File: config.mk
export PLATFORM = sky130hd
export DESIGN_NAME = qmem_dma_master_flat
export DESIGN_NICKNAME = d
export VERILOG_FILES = /design/src/rtl/qmem_dma_master_if.sv /design/src/rtl/qmem_dma_master.sv /design/src/flat_wrapper.sv
export SDC_FILE = /design/constraint.sdc
export NUM_CORES = 1
export LEC_CHECK = 0
export ABC_AREA = 0
export BUFFER_PORTS_ARGS = -buffer_cell sky130_fd_sc_hd__buf_2
export CAP_MARGIN = 25
export CORE_UTILIZATION = 45
export CTS_BUF_LIST = sky130_fd_sc_hd__clkbuf_4
export CTS_CLUSTER_DIAMETER = 150
export DETAILED_ROUTE_END_ITERATION = 10
export GPL_ROUTABILITY_DRIVEN = 0
export GPL_TIMING_DRIVEN = 0
export PLACE_DENSITY = 0.75
export RECOVER_POWER = 100
export SYNTH_ARGS = -nofsm -noshare
export SYNTH_HDL_FRONTEND = slang
export SYNTH_SLANG_ARGS = --single-unit
File: constraint.sdc
create_clock -name clk -period 5.6 [get_ports clk]
set_input_delay 0.56 -clock clk [delete_from_list [all_inputs] [get_ports clk]]
set_output_delay 0.56 -clock clk [all_outputs]
set_load 0.05 [all_outputs]
File: src/rtl/qmem_dma_master_if.sv
// Qmem master/slave bus bundle: one initiator request channel with
// same-cycle (or stalled) acknowledge and next-cycle read data.
interface qmem_dma_master_if #(
    parameter int QAW = 32,
    parameter int QDW = 32,
    parameter int QSW = QDW / 8
);
    logic [QAW-1:0] m_adr;
    logic           m_cs;
    logic           m_we;
    logic [QSW-1:0] m_sel;
    logic [QDW-1:0] m_dat_w;
    logic [QDW-1:0] m_dat_r;
    logic           m_ack;
    logic           m_err;

    modport master (
        output m_adr, m_cs, m_we, m_sel, m_dat_w,
        input  m_dat_r, m_ack, m_err
    );

    modport slave (
        input  m_adr, m_cs, m_we, m_sel, m_dat_w,
        output m_dat_r, m_ack, m_err
    );
endinterface

File: src/rtl/qmem_dma_master.sv
// Single-channel qmem block-copy / block-fill engine. One word per bus
// request; copy alternates read and write, fill streams writes back to back.
module qmem_dma_master #(
    parameter int QAW = 32,
    parameter int QDW = 32,
    parameter int QSW = QDW / 8,
    parameter int LW  = 16
) (
    input  logic            clk,
    input  logic            rst,
    input  logic            start,
    input  logic            mode,
    input  logic [QAW-1:0]  src_adr,
    input  logic [QAW-1:0]  dst_adr,
    input  logic [LW-1:0]   len,
    input  logic [QDW-1:0]  pattern,
    output logic            busy,
    output logic            done,
    output logic            error,
    qmem_dma_master_if.master bus
);

    typedef enum logic [2:0] {
        IDLE = 3'd0,
        RD   = 3'd1,
        RDAT = 3'd2,
        WR   = 3'd3,
        DONE = 3'd4
    } state_t;

    state_t         state_reg;
    state_t         state_next;
    logic [QAW-1:0] src_reg;
    logic [QAW-1:0] dst_reg;
    logic [LW-1:0]  cnt_reg;
    logic           mode_reg;
    logic [QDW-1:0] pat_reg;
    logic [QDW-1:0] buf_reg;
    logic           error_reg;

    logic [QAW-1:0] adr_out;
    logic           cs_out;
    logic           we_out;
    logic [QDW-1:0] dat_out;

    // A request is finished in any cycle the slave acks our chip select.
    logic req_ack;
    assign req_ack = cs_out & bus.m_ack;

    // State register.
    always_ff @(posedge clk or posedge rst) begin
        if (rst) begin
            state_reg <= IDLE;
        end else begin
            state_reg <= state_next;
        end
    end

    // Next-state decode; stalls in RD/WR until the slave acknowledges.
    always_comb begin
        state_next = state_reg;
        case (state_reg)
            IDLE: begin
                if (start) begin
                    if (len == '0)
                        state_next = DONE;
                    else if (mode)
                        state_next = WR;
                    else
                        state_next = RD;
                end
            end
            RD: begin
                if (req_ack)
                    state_next = bus.m_err ? DONE : RDAT;
            end
            RDAT: state_next = WR;
            WR: begin
                if (req_ack) begin
                    if (bus.m_err || cnt_reg == LW'(1))
                        state_next = DONE;
                    else if (!mode_reg)
                        state_next = RD;
                end
            end
            DONE:    state_next = IDLE;
            default: state_next = IDLE;
        endcase
    end

    // Transfer parameters, word counter, read buffer and sticky error.
    // On an erroring ack the address/count registers keep the failing word.
    always_ff @(posedge clk or posedge rst) begin
        if (rst) begin
            src_reg   <= '0;
            dst_reg   <= '0;
            cnt_reg   <= '0;
            mode_reg  <= 1'b0;
            pat_reg   <= '0;
            buf_reg   <= '0;
            error_reg <= 1'b0;
        end else begin
            case (state_reg)
                IDLE: begin
                    if (start) begin
                        // Low address bits are forced to zero so the engine
                        // always issues word-aligned requests.
                        src_reg   <= src_adr & ~QAW'(3);
                        dst_reg   <= dst_adr & ~QAW'(3);
                        cnt_reg   <= len;
                        mode_reg  <= mode;
                        pat_reg   <= pattern;
                        error_reg <= 1'b0;
                    end
                end
                RD: begin
                    if (req_ack && bus.m_err)
                        error_reg <= 1'b1;
                end
                RDAT: buf_reg <= bus.m_dat_r;
                WR: begin
                    if (req_ack) begin
                        if (bus.m_err) begin
                            error_reg <= 1'b1;
                        end else begin
                            cnt_reg <= cnt_reg - LW'(1);
                            src_reg <= src_reg + QAW'(4);
                            dst_reg <= dst_reg + QAW'(4);
                        end
                    end
                end
                default: ;
            endcase
        end
    end

    // Bus and status outputs decoded purely from the current state, so an
    // asynchronous reset drops any in-flight request immediately.
    always_comb begin
        adr_out = '0;
        cs_out  = 1'b0;
        we_out  = 1'b0;
        dat_out = '0;
        busy    = 1'b1;
        done    = 1'b0;
        case (state_reg)
            IDLE: busy = 1'b0;
            RD: begin
                cs_out  = 1'b1;
                adr_out = src_reg;
            end
            WR: begin
                cs_out  = 1'b1;
                we_out  = 1'b1;
                adr_out = dst_reg;
                dat_out = mode_reg ? pat_reg : buf_reg;
            end
            DONE:    done = 1'b1;
            default: ;
        endcase
    end

    assign bus.m_adr   = adr_out;
    assign bus.m_cs    = cs_out;
    assign bus.m_we    = we_out;
    assign bus.m_dat_w = dat_out;
    assign bus.m_sel   = {QSW{1'b1}};
    assign error       = error_reg;

endmodule
File: src/flat_wrapper.sv
// flat-port wrapper written by rule: the top's interface ports become plain ports
module qmem_dma_master_flat 
#(
    parameter int QAW = 32,
    parameter int QDW = 32,
    parameter int QSW = QDW / 8,
    parameter int LW  = 16
)
  (clk, rst, start, mode, src_adr, dst_adr, len, pattern, busy, done, error, bus_m_adr, bus_m_cs, bus_m_we, bus_m_sel, bus_m_dat_w, bus_m_dat_r, bus_m_ack, bus_m_err);
  qmem_dma_master_if #(.QAW(QAW), .QDW(QDW), .QSW(QSW)) bus_i ();
  input  logic clk;
  input  logic rst;
  input  logic start;
  input  logic mode;
  input  logic [QAW-1:0] src_adr;
  input  logic [QAW-1:0] dst_adr;
  input  logic [LW-1:0] len;
  input  logic [QDW-1:0] pattern;
  output logic busy;
  output logic done;
  output logic error;
  output wire logic [$bits(bus_i.m_adr)-1:0] bus_m_adr;
  output wire logic [$bits(bus_i.m_cs)-1:0] bus_m_cs;
  output wire logic [$bits(bus_i.m_we)-1:0] bus_m_we;
  output wire logic [$bits(bus_i.m_sel)-1:0] bus_m_sel;
  output wire logic [$bits(bus_i.m_dat_w)-1:0] bus_m_dat_w;
  input wire logic [$bits(bus_i.m_dat_r)-1:0] bus_m_dat_r;
  input wire logic [$bits(bus_i.m_ack)-1:0] bus_m_ack;
  input wire logic [$bits(bus_i.m_err)-1:0] bus_m_err;
  assign bus_m_adr = bus_i.m_adr;
  assign bus_m_cs = bus_i.m_cs;
  assign bus_m_we = bus_i.m_we;
  assign bus_m_sel = bus_i.m_sel;
  assign bus_m_dat_w = bus_i.m_dat_w;
  assign bus_i.m_dat_r = bus_m_dat_r;
  assign bus_i.m_ack = bus_m_ack;
  assign bus_i.m_err = bus_m_err;
  qmem_dma_master #(.QAW(QAW), .QDW(QDW), .QSW(QSW), .LW(LW)) u_core (.clk(clk), .rst(rst), .start(start), .mode(mode), .src_adr(src_adr), .dst_adr(dst_adr), .len(len), .pattern(pattern), .busy(busy), .done(done), .error(error), .bus(bus_i));
endmodule
==> impl_metrics.py <==
metrics = {
    "cells_and_area": {
        "syn_to_final_growth_pct": 17.9,
        "final_cell_mix": "buf_2, nand2_1, dfrtp_1",
        "post_route_cells_drive_above_1_share": 0.210,
        "fin_nets": 1382,
        "final_common_cell": "buf_2",
    },
    "setup_path": {
        "r2r-end": "u_core.pat_reg[27]",
        "path_max_fanout": 10,
        "reg2reg_depth": 7,
        "worstSetupEndpoint": "bus_m_dat_w[24]",
        "worstSetupEndpointType": "output port",
        "worst_ep_required_time_ns": 5.04,
        "r2r_setup_slack_ns": 2.41,
        "path_class": "flop to output port",
        "start_kind": "flop",
        "cp-startpoint": "u_core.state_reg[1]",
        "worstPathArrival_ns": 3.72,
        "rr_startpoint": "u_core.state_reg[1]",
    },
    "detailed_routing": {
        "met1Wirelength_um": 12000,
        "ant_nets": 0,
        "met3_wirelength_um": 3070,
        "dr.pass1.iters": 7,
        "vias_per_cell": 6.09,
        "routedWlPerCell_um": 20.1,
        "dr.first_iter.drc_count": 1036,
        "drc": 1,
        "top_layer": "met4",
        "routed_wl_um": 29800,
        "dr_wl_met2_um": 13300,
        "num_vias": 9008,
    },
    "clock_network": {
        "cts_sinks": 145,
        "clk_latency_ns": 0.59,
        "htreeDepth": 4,
        "clock_path_buffers": 2,
        "cts_buffers": 17,
        "cts_resized": 0,
        "cts_setup_buffers": 0,
        "clkTransAtPathRegs_ns": 0.16,
        "hold_buffers": 0,
        "cts_tree": "yes",
        "cts_root_buf": "clkbuf_4",
    },
    "floorplan": {
        "dieArea_mm2": 0.0196,
        "core_area_mm2": 0.0187,
        "io_pins": 223,
        "dieHeight_um": 140,
        "num_rows": 50,
        "start_util": 0.459,
        "die_x_um": 140,
    },
    "timing": {
        "min_period_ns": 4.28,
        "final_hold_viol_count": 0,
        "rsz0062_at_grt": "false",
        "skew_ns": 0.0260,
        "fmax_mhz": 234,
        "worst_pin_slew_ns": 4.13,
        "finalSetupViolCount": 0,
        "finalMaxSlewViolations": 158,
        "slew_headroom": -1.76,
        "period_share": 0.764,
        "finalWorstSetupSlack_ns": 1.32,
    },
    "synthesis": {
        "synth_edf_count": 0,
        "syn_inst": 991,
        "netlist_top_cells_area": "dfrtp_1, mux2i_1, nand2_1",
        "yosysTopAreaCellShare": 0.423,
        "ys_types": 66,
        "ys_warn_count": 0,
        "synth_flop_cell": "dfrtp_1",
        "yosysSeqAreaShare": 0.423,
        "yosys.area.top_type": "dfrtp_1",
        "synthesis.area_mm2": 0.00858,
        "avgSynthCellArea_um2": 8.66,
        "async_flop_share": 1.00,
        "ys_ff_latch": 145,
    },
    "min_path": {
        "hp-start": "pattern[14]",
        "hold_path.class": "input port to flop",
    },
    "run": {
        "cap_violations": 3,
    },
    "power_and_ir_drop": {
        "power.density_mw_per_mm2": 667,
        "leakagePower_nw": 4.56,
        "p_total_mw": 6.76,
        "peakVddDrop_mv": 0.273,
    },
    "global_routing": {
        "grt_overflow": 0,
        "grt_max_degree": 74,
        "antenna_found_initial": 3,
        "grt_pass1_vias": 8347,
        "track_usage": 0.301,
        "grt_pass1_wl_um": 45200,
    },
    "status": {
        "violations": "DRC, capacitance limit, slew limit",
        "status": "finished, violations left",
    },
    "placed_design": {
        "dpl_worst_slack_ns": 2.54,
        "io_buffers": 212,
        "hpwl_um": 21300,
    },
}
[power breakdown]
group	internal, mW	switching, mW	total (mW)	leakage (nW)
clock	0.246	0.471	0.716	0.163
combinational	1.20	2.81	4.01	2.68
sequential	1.55	0.481	2.03	1.72
[through the flow]
step / setup TNS, ns / utilization / hold WS [ns] / std cells / cell area [µm²]
after CTS: 0 / 0.551 / 0.0593 / 1475 / 10300
after floorplan: 0 / - / 0.445 / 995 / 8600
after global placement: -109.91 / 0.532 / 0.458 / 1441 / 9950
after detailed placement: 0 / 0.535 / 0.463 / 1443 / 10000
after global routing: 0 / 0.541 / 0.123 / 1478 / 10100
final: 0 / 0.541 / 0.148 / 1479 / 10100
[cells by family (layout without fill, tap and decap cells)]
kind of cell / Yosys count / after routing / share of synthesized area
other cells: 2 / 10 / 0.000875
mux: 97 / 97 / 0.118
flops: 145 / 145 / 0.423
compound gates: 239 / 239 / 0.175
buf+inv: 101 / 347 / 0.0557
simple gates: 403 / 403 / 0.222
fa+ha+maj: 4 / 4 / 0.00583
[critical path, cell delays in order (launching register included)]
cell	delay [ns]
dfrtp_1	0.38
clkbuf_1	0.19
nand3b_1	0.47
clkbuf_1	0.48
clkbuf_1	0.67
clkbuf_1	0.50
nor2_1	0.13
clkbuf_1	0.32
[Yosys cell counts (all sizes together), types with 19 or more instances]
library cell and number:
nand2 148, dfrtp 145, nor2 107, a21oi 85
mux2i 65, buf 61, o21ai 53, nand3 39
mux2 32, clkbuf 24, o22ai 23, and3 21
nor3 20, nand4 19
[cell type report]
cell class                 count  area (µm²)
clock inverter                15         164
timing repair buffer         214         992
inverter                      16        61.3
clock buffer                  17         128
fill                        1833        8580
tap                          234         293
sequential                   145        3630
buffer                        85         390
antenna                        4        10.0
multi-input combinational    749        4460
[layer usage]
metal  vias up  track usage
li1       4039            -
met1      4299        0.412
met2       568        0.452
met3       102       0.0591
met4         0        0.154
met5         -            0
[how the worst min path moves through the flow]
stage	to	slack (ns)	cells past startpoint
2_1_floorplan	u_core.pat_reg[0]	0.45	2
3_3_place_gp	u_core.pat_reg[12]	0.46	2
3_5_place_dp	u_core.pat_reg[3]	0.46	2
4_1_cts	u_core.buf_reg[28]	0.06	3
5_1_grt	u_core.pat_reg[14]	0.12	3
6_report	u_core.pat_reg[14]	0.15	3
No activity file was read; power rests on OpenSTA's default activity.
